===== src/rtl/hs_stream_arbiter_if.sv =====
// Requester-side AXI-Stream bundle and consumer-side ap_vld/ap_ack handshake for hs_stream_arbiter.
// The arbiter connects through the slave modport; the surrounding fabric drives the master side.
interface hs_stream_arbiter_if #(
    parameter int unsigned NUM_IN = 4,
    parameter int unsigned ID_W   = 3
);
    logic [NUM_IN*64-1:0] in_tdata;
    logic [NUM_IN-1:0]    in_tvalid;
    logic [NUM_IN-1:0]    in_tlast;
    logic [NUM_IN-1:0]    in_tready;
    logic [63:0]          out_hs;
    logic                 out_hs_ap_vld;
    logic                 out_hs_ap_ack;
    logic [ID_W-1:0]      out_id;
    logic                 out_last;

    modport slave (
        input  in_tdata,
        input  in_tvalid,
        input  in_tlast,
        input  out_hs_ap_ack,
        output in_tready,
        output out_hs,
        output out_hs_ap_vld,
        output out_id,
        output out_last
    );

    modport master (
        output in_tdata,
        output in_tvalid,
        output in_tlast,
        output out_hs_ap_ack,
        input  in_tready,
        input  out_hs,
        input  out_hs_ap_vld,
        input  out_id,
        input  out_last
    );
endinterface


===== src/rtl/hs_stream_arbiter.sv =====
// Round-robin arbiter folding NUM_IN AXI-Stream requesters onto one registered ap_vld/ap_ack port.
// Define HS_ARB_PKT_LOCK_EN to hold a grant from a packet's first word until its tlast word is acked.
module hs_stream_arbiter #(
    parameter int unsigned NUM_IN = 4,
    parameter int unsigned ID_W   = 3
) (
    input  logic               aclk,
    input  logic               aresetn,
    hs_stream_arbiter_if.slave io_arb
);

`ifdef HS_ARB_PKT_LOCK_EN
    typedef enum logic [1:0] {StIdle = 2'd0, StWaitAck = 2'd1, StLocked = 2'd2} state_e;
`else
    typedef enum logic [1:0] {StIdle = 2'd0, StWaitAck = 2'd1} state_e;
`endif

    state_e            r_state;
    state_e            w_state_nxt;
    logic [63:0]       r_out_hs;
    logic [ID_W-1:0]   r_out_id;
    logic              r_out_last;
    logic [ID_W-1:0]   r_last_grant;

    logic [ID_W-1:0]   w_pick;
    logic [ID_W-1:0]   w_sel;
    logic [NUM_IN-1:0] w_pick_onehot;
    logic [NUM_IN-1:0] w_last_onehot;
    logic [NUM_IN-1:0] w_tready;
    logic [63:0]       w_sel_data;
    logic              w_sel_last;
    logic              w_capture;

    // Two passes: indices above last_grant first, then wrap to the low indices.
    function automatic logic [ID_W-1:0] rr_pick(input logic [ID_W-1:0] last,
                                                input logic [NUM_IN-1:0] valid);
        logic [ID_W-1:0] pick;
        logic            found;
        pick  = last;
        found = 1'b0;
        for (int unsigned j = 0; j < NUM_IN; j++) begin
            if (!found && valid[j] && (ID_W'(j) > last)) begin
                pick  = ID_W'(j);
                found = 1'b1;
            end
        end
        for (int unsigned j = 0; j < NUM_IN; j++) begin
            if (!found && valid[j] && (ID_W'(j) <= last)) begin
                pick  = ID_W'(j);
                found = 1'b1;
            end
        end
        return pick;
    endfunction

    function automatic logic [NUM_IN-1:0] to_onehot(input logic [ID_W-1:0] idx);
        logic [NUM_IN-1:0] oh;
        oh = '0;
        for (int unsigned j = 0; j < NUM_IN; j++) begin
            oh[j] = (ID_W'(j) == idx);
        end
        return oh;
    endfunction

    assign w_pick        = rr_pick(r_last_grant, io_arb.in_tvalid);
    assign w_pick_onehot = to_onehot(w_pick);
    assign w_last_onehot = to_onehot(r_last_grant);

`ifdef HS_ARB_PKT_LOCK_EN
    assign w_sel = (r_state == StLocked) ? r_last_grant : w_pick;
`else
    assign w_sel = w_pick;
`endif

    always_comb begin
        w_sel_data = '0;
        w_sel_last = 1'b0;
        for (int unsigned j = 0; j < NUM_IN; j++) begin
            if (ID_W'(j) == w_sel) begin
                w_sel_data = io_arb.in_tdata[64*j +: 64];
                w_sel_last = io_arb.in_tlast[j];
            end
        end
    end

    assign w_capture = |(io_arb.in_tvalid & w_tready);

    always_ff @(posedge aclk) begin
        if (!aresetn) begin
            r_state <= StIdle;
        end else begin
            r_state <= w_state_nxt;
        end
    end

    always_comb begin
        w_state_nxt = r_state;
        case (r_state)
            StIdle: begin
                if (w_capture) begin
                    w_state_nxt = StWaitAck;
                end
            end
            StWaitAck: begin
                if (io_arb.out_hs_ap_ack) begin
`ifdef HS_ARB_PKT_LOCK_EN
                    w_state_nxt = r_out_last ? StIdle : StLocked;
`else
                    w_state_nxt = StIdle;
`endif
                end
            end
`ifdef HS_ARB_PKT_LOCK_EN
            StLocked: begin
                if (w_capture) begin
                    w_state_nxt = StWaitAck;
                end
            end
`endif
            default: w_state_nxt = StIdle;
        endcase
    end

    // Ready is gated by reset so no requester sees a handshake while aresetn is low.
    always_comb begin
        w_tready = '0;
        case (r_state)
            StIdle: begin
                if (|io_arb.in_tvalid) begin
                    w_tready = w_pick_onehot;
                end
            end
`ifdef HS_ARB_PKT_LOCK_EN
            StLocked: w_tready = w_last_onehot;
`endif
            default: w_tready = '0;
        endcase
        if (!aresetn) begin
            w_tready = '0;
        end
    end

    always_ff @(posedge aclk) begin
        if (!aresetn) begin
            r_out_hs     <= '0;
            r_out_id     <= '0;
            r_out_last   <= 1'b0;
            r_last_grant <= ID_W'(NUM_IN - 1);
        end else if (w_capture) begin
            r_out_hs     <= w_sel_data;
            r_out_id     <= w_sel;
            r_out_last   <= w_sel_last;
            r_last_grant <= w_sel;
        end
    end

`ifndef HS_ARB_PKT_LOCK_EN
    logic w_unused;
    assign w_unused = |w_last_onehot;
`endif

    assign io_arb.in_tready     = w_tready;
    assign io_arb.out_hs        = r_out_hs;
    assign io_arb.out_hs_ap_vld = (r_state == StWaitAck);
    assign io_arb.out_id        = r_out_id;
    assign io_arb.out_last      = r_out_last;

endmodule


===== src/flat_wrapper.sv =====
// flat-port wrapper written by rule: the top's interface ports become plain ports
module hs_stream_arbiter_flat 
#(
    parameter int unsigned NUM_IN = 4,
    parameter int unsigned ID_W   = 3
)
  (aclk, aresetn, io_arb_in_tdata, io_arb_in_tvalid, io_arb_in_tlast, io_arb_out_hs_ap_ack, io_arb_in_tready, io_arb_out_hs, io_arb_out_hs_ap_vld, io_arb_out_id, io_arb_out_last);
  hs_stream_arbiter_if #(.NUM_IN(NUM_IN), .ID_W(ID_W)) io_arb_i ();
  input  logic aclk;
  input  logic aresetn;
  input wire logic [$bits(io_arb_i.in_tdata)-1:0] io_arb_in_tdata;
  input wire logic [$bits(io_arb_i.in_tvalid)-1:0] io_arb_in_tvalid;
  input wire logic [$bits(io_arb_i.in_tlast)-1:0] io_arb_in_tlast;
  input wire logic [$bits(io_arb_i.out_hs_ap_ack)-1:0] io_arb_out_hs_ap_ack;
  output wire logic [$bits(io_arb_i.in_tready)-1:0] io_arb_in_tready;
  output wire logic [$bits(io_arb_i.out_hs)-1:0] io_arb_out_hs;
  output wire logic [$bits(io_arb_i.out_hs_ap_vld)-1:0] io_arb_out_hs_ap_vld;
  output wire logic [$bits(io_arb_i.out_id)-1:0] io_arb_out_id;
  output wire logic [$bits(io_arb_i.out_last)-1:0] io_arb_out_last;
  assign io_arb_i.in_tdata = io_arb_in_tdata;
  assign io_arb_i.in_tvalid = io_arb_in_tvalid;
  assign io_arb_i.in_tlast = io_arb_in_tlast;
  assign io_arb_i.out_hs_ap_ack = io_arb_out_hs_ap_ack;
  assign io_arb_in_tready = io_arb_i.in_tready;
  assign io_arb_out_hs = io_arb_i.out_hs;
  assign io_arb_out_hs_ap_vld = io_arb_i.out_hs_ap_vld;
  assign io_arb_out_id = io_arb_i.out_id;
  assign io_arb_out_last = io_arb_i.out_last;
  hs_stream_arbiter #(.NUM_IN(NUM_IN), .ID_W(ID_W)) u_core (.aclk(aclk), .aresetn(aresetn), .io_arb(io_arb_i));
endmodule

===== config.mk =====
export PLATFORM = sky130hd
export DESIGN_NAME = hs_stream_arbiter_flat
export DESIGN_NICKNAME = d
export VERILOG_FILES = /design/src/rtl/hs_stream_arbiter_if.sv /design/src/rtl/hs_stream_arbiter.sv /design/src/flat_wrapper.sv
export SDC_FILE = /design/constraint.sdc
export NUM_CORES = 1
export LEC_CHECK = 0
export CAP_MARGIN = 10
export CORE_AREA = 2 2 133 135
export DETAILED_ROUTE_END_ITERATION = 12
export DIE_AREA = 0 0 135 137
export GPL_TIMING_DRIVEN = 1
export PLACE_DENSITY = 0.67
export SYNTH_ARGS = -nofsm -noshare
export SYNTH_HDL_FRONTEND = slang
export SYNTH_SLANG_ARGS = --single-unit

===== constraint.sdc =====
create_clock -name aclk -period 4.9 [get_ports aclk]
set_input_delay 1.225 -clock aclk [delete_from_list [all_inputs] [get_ports aclk]]
set_output_delay 1.225 -clock aclk [all_outputs]
set_load 0.005 [all_outputs]

==> impl_metrics.yaml <==
sta:
  period_share_pct: 95.8
  timing.setup.tns_ns: 0
  final_max_slew_viol_count: 0
  fin_skew_ns: 0.00661
  worst_pin_slew_ns: 1.09
  min_period_ns: 4.69
  finalSetupViolCount: 0
  hold-worst-slack_ns: 0.451
  fmax_mhz: 213
  hold_viol: 0
  max_slew_margin_pct: 27.4
  rsz0062_at_grt: "no"
global_route:
  grt_pass1_vias: 6369
  grt_pass1_wl_um: 36200
  antenna_found_initial: 0
  grt_usage_pct: 25.3
  grt_overflow: 0
  grt_start_max_net_pins: 105
drt:
  totalWireLength_um: 24400
  ant_nets: 0
  first_iter_violations: 450
  vias: 6593
  first_pass_iters: 5
  wire_per_inst_um: 20.7
  drt-vias-per-instance: 5.59
  route.detailed.drc: 0
placed_design:
  dpl.hpwl_um: 16000
  gp_congestion: 0.800
  dp_cells: 1164
  port_buffers: 339
pwr:
  ir_worst_vdd_v: 0.000151
  power_frac_comb_pct: 38.2
  leakagePower_nw: 2.92
  power_switching_mw: 0.738
  pwr_density_cell_nw_per_um2: 269
  seqPwrFrac_pct: 29.3
  p_clk_share_pct: 32.5
  p_sw_share_pct: 31.9
  internal_power_mw: 1.57
setup_path:
  critical_path_class: "in -> out"
  end_kind: "output pin"
  required_ns: 3.67
  r2r-start: "u_core.r_last_grant[2]"
  ff2ff_setup_slack_ns: 2.24
  start_kind: "input pin"
  timing.rr.end: "u_core.io_arb.out_hs[7]"
  cp_data_arrival_time_ns: 3.47
  worst_r2r_path_depth: 7
  path_max_fanout: 10
synthesis:
  ys_warn_count: 0
  ys_async_sr_fraction_pct: 0
  netlist_area_um2: 4750
  synth_area_per_cell_um2: 7.10
  synth_fp_nets: 937
  synth_edf_count: 0
  ys_ff_latch: 71
  synth_area_leader_cell: "dfxtp_1"
  syn_inst: 670
  ys_top_cells_by_area: "dfxtp_1 30%, o21ai_0 20%, a31oi_1 10%, a41oi_1 9.8%, a21oi_1 5.6%"
  synth.distinct_cells: 36
  seq_area_frac_synth_pct: 29.9
  synth_top_flop_cell: "dfxtp_1"
  synth_top_area_share_pct: 29.9
min_path:
  holdCritStartpoint: "u_core.io_arb.out_id[0]"
  hold-path-cell-count: 2
  hold_end: "u_core.io_arb.out_id[0]"
  hp-class: "reg -> reg"
clock_tree:
  clk_pin_slew_ns: 0.06
  post_cts_buffers: 0
  cts_buffers: 9
  cts_sinks: 71
  cts_root_buf: "clkbuf_16"
  cts_tree: "done"
  htree_levels: 3
  cts_buffer_depth: 2
  cts_hold_buffers: 0
  clock_latency_ns: 0.34
  cts_resized: 0
floorplanning:
  dieArea_um2: 18500
  initial_core_util_pct: 27.9
  die_h_um: 137
  core_um2: 17100
  ios: 340
  dieWidth_um: 135
  num_rows: 48
cells_and_area:
  antenna_cells: 0
  area_delta_synth_final_pct: 80.4
  fin_nets: 1217
  seq_area_um2: 1420
  multi_input_area_um2: 2950
  nFillCells: 1727
  drive_gt1_share_pct: 5.45
  stdcell_count: 1180
flow_run:
  drv_cap: 0
outcome:
  status: "completed"
[metrics by stage]
step	setup WS [ns]	utilization (%)	power, mW	area (µm²)
after floorplan	1.12	-	1.10	4750
after global placement	0.244	48.3	1.57	8250
after detailed placement	0.223	48.3	1.57	8250
after CTS	0.217	50.3	2.33	8580
after global routing	0.128	50.3	2.44	8580
final	0.205	50.3	2.31	8580
[placed cells by master (no fill, tap or decap), types with 2 or more instances in the layout]
cell type and instances:
a21oi_1 53, nand3_1 2, nor3b_1 2, dfxtp_1 71, and3_1 15, clkbuf_8 2
buf_4 16, nand2_1 60, bufinv_16 2, a21boi_0 13, nor2_2 2, a31oi_1 77
nor2b_1 2, or2_2 2, nand2b_1 2, a21boi_1 3, clkdlybuf4s50_1 338, nor2_1 6
clkbuf_16 9, o22ai_1 2, buf_12 4, a41oi_1 53, o21ai_0 187, o21ai_1 8
clkinvlp_4 2
[final cells by class]
class / count / area share, %
tap: 225 / 3.28
clock buffer: 11 / 2.95
sequential: 71 / 16.6
inverter: 1 / 0.0438
multi-input combinational: 508 / 34.4
clock inverter: 5 / 0.933
timing repair buffer: 359 / 41.8
[metal layers]
metal	GRT usage (%)	share of wire, %	vias up
li1	-	-	3134
met1	31.1	40	3048
met2	41.3	47	362
met3	6.74	9.7	49
met4	11.9	3.3	0
met5	0	0	-
[cells in the mapped netlist (2+ instances only)]
library cell	n
a21boi_1	3
a21oi_2	2
clkbuf_1	62
nor2_1	7
o21ai_0	187
a41oi_1	53
nor2_2	2
and2_1	2
nand2b_1	2
nand2_1	60
buf_4	3
or2_2	2
a21o_1	3
o22ai_1	3
nand3_1	2
o21ai_1	8
nor3b_1	2
a21oi_1	53
and3_1	15
a21boi_0	13
buf_6	9
dfxtp_1	71
buf_2	16
nor2b_1	2
a31oi_1	77
[cell families (layout without fill, tap and decap cells)]
logic type / count (synthesis) / in the layout / share of synthesized area (%)
AO/OA/AOI/OAI: 407 / 407 / 50.9
AND/OR/NAND/NOR: 101 / 101 / 9.97
buffers and inverters: 91 / 376 / 9.26
flip-flops: 71 / 71 / 29.9
[critical path: stages]
cell	delay [ns]
clkdlybuf4s50_1	0.49
nor2_2	0.37
nand2_1	0.12
a21o_4	0.24
and2_1	0.29
nor2_1	0.20
clkdlybuf4s50_1	0.52
[power groups by stage]
| stage | clock network (mW) | logic (mW) | registers (mW) |
|---|---|---|---|
| after global routing | 0.797 | 0.959 | 0.684 |
| final | 0.752 | 0.882 | 0.678 |
| after floorplan | 0 | 0.408 | 0.688 |
| after CTS | 0.769 | 0.886 | 0.677 |
| after global placement | 0 | 0.879 | 0.687 |
| after detailed placement | 0 | 0.882 | 0.689 |
[worst max path at each step]
stage	cells past startpoint	startpoint	slack, ns	to
2_1_floorplan	8	io_arb_in_tvalid[0]	1.12	io_arb_in_tready[2]
3_3_place_gp	9	io_arb_in_tvalid[1]	0.24	io_arb_in_tready[2]
3_5_place_dp	7	io_arb_in_tvalid[3]	0.22	io_arb_in_tready[2]
4_1_cts	9	io_arb_in_tvalid[1]	0.22	io_arb_in_tready[2]
5_1_grt	9	io_arb_in_tvalid[3]	0.13	io_arb_in_tready[2]
6_report	7	io_arb_in_tvalid[3]	0.21	io_arb_in_tready[2]
[registers in the layout, indices dropped and copies added (netlist names)]
signal and flops:
u_core.io_arb.out_hs 64, u_core.io_arb.out_id 2, u_core.io_arb.out_last 1, u_core.r_last_grant 3
u_core.r_state 1
No activity file was read; power rests on OpenSTA's default activity.
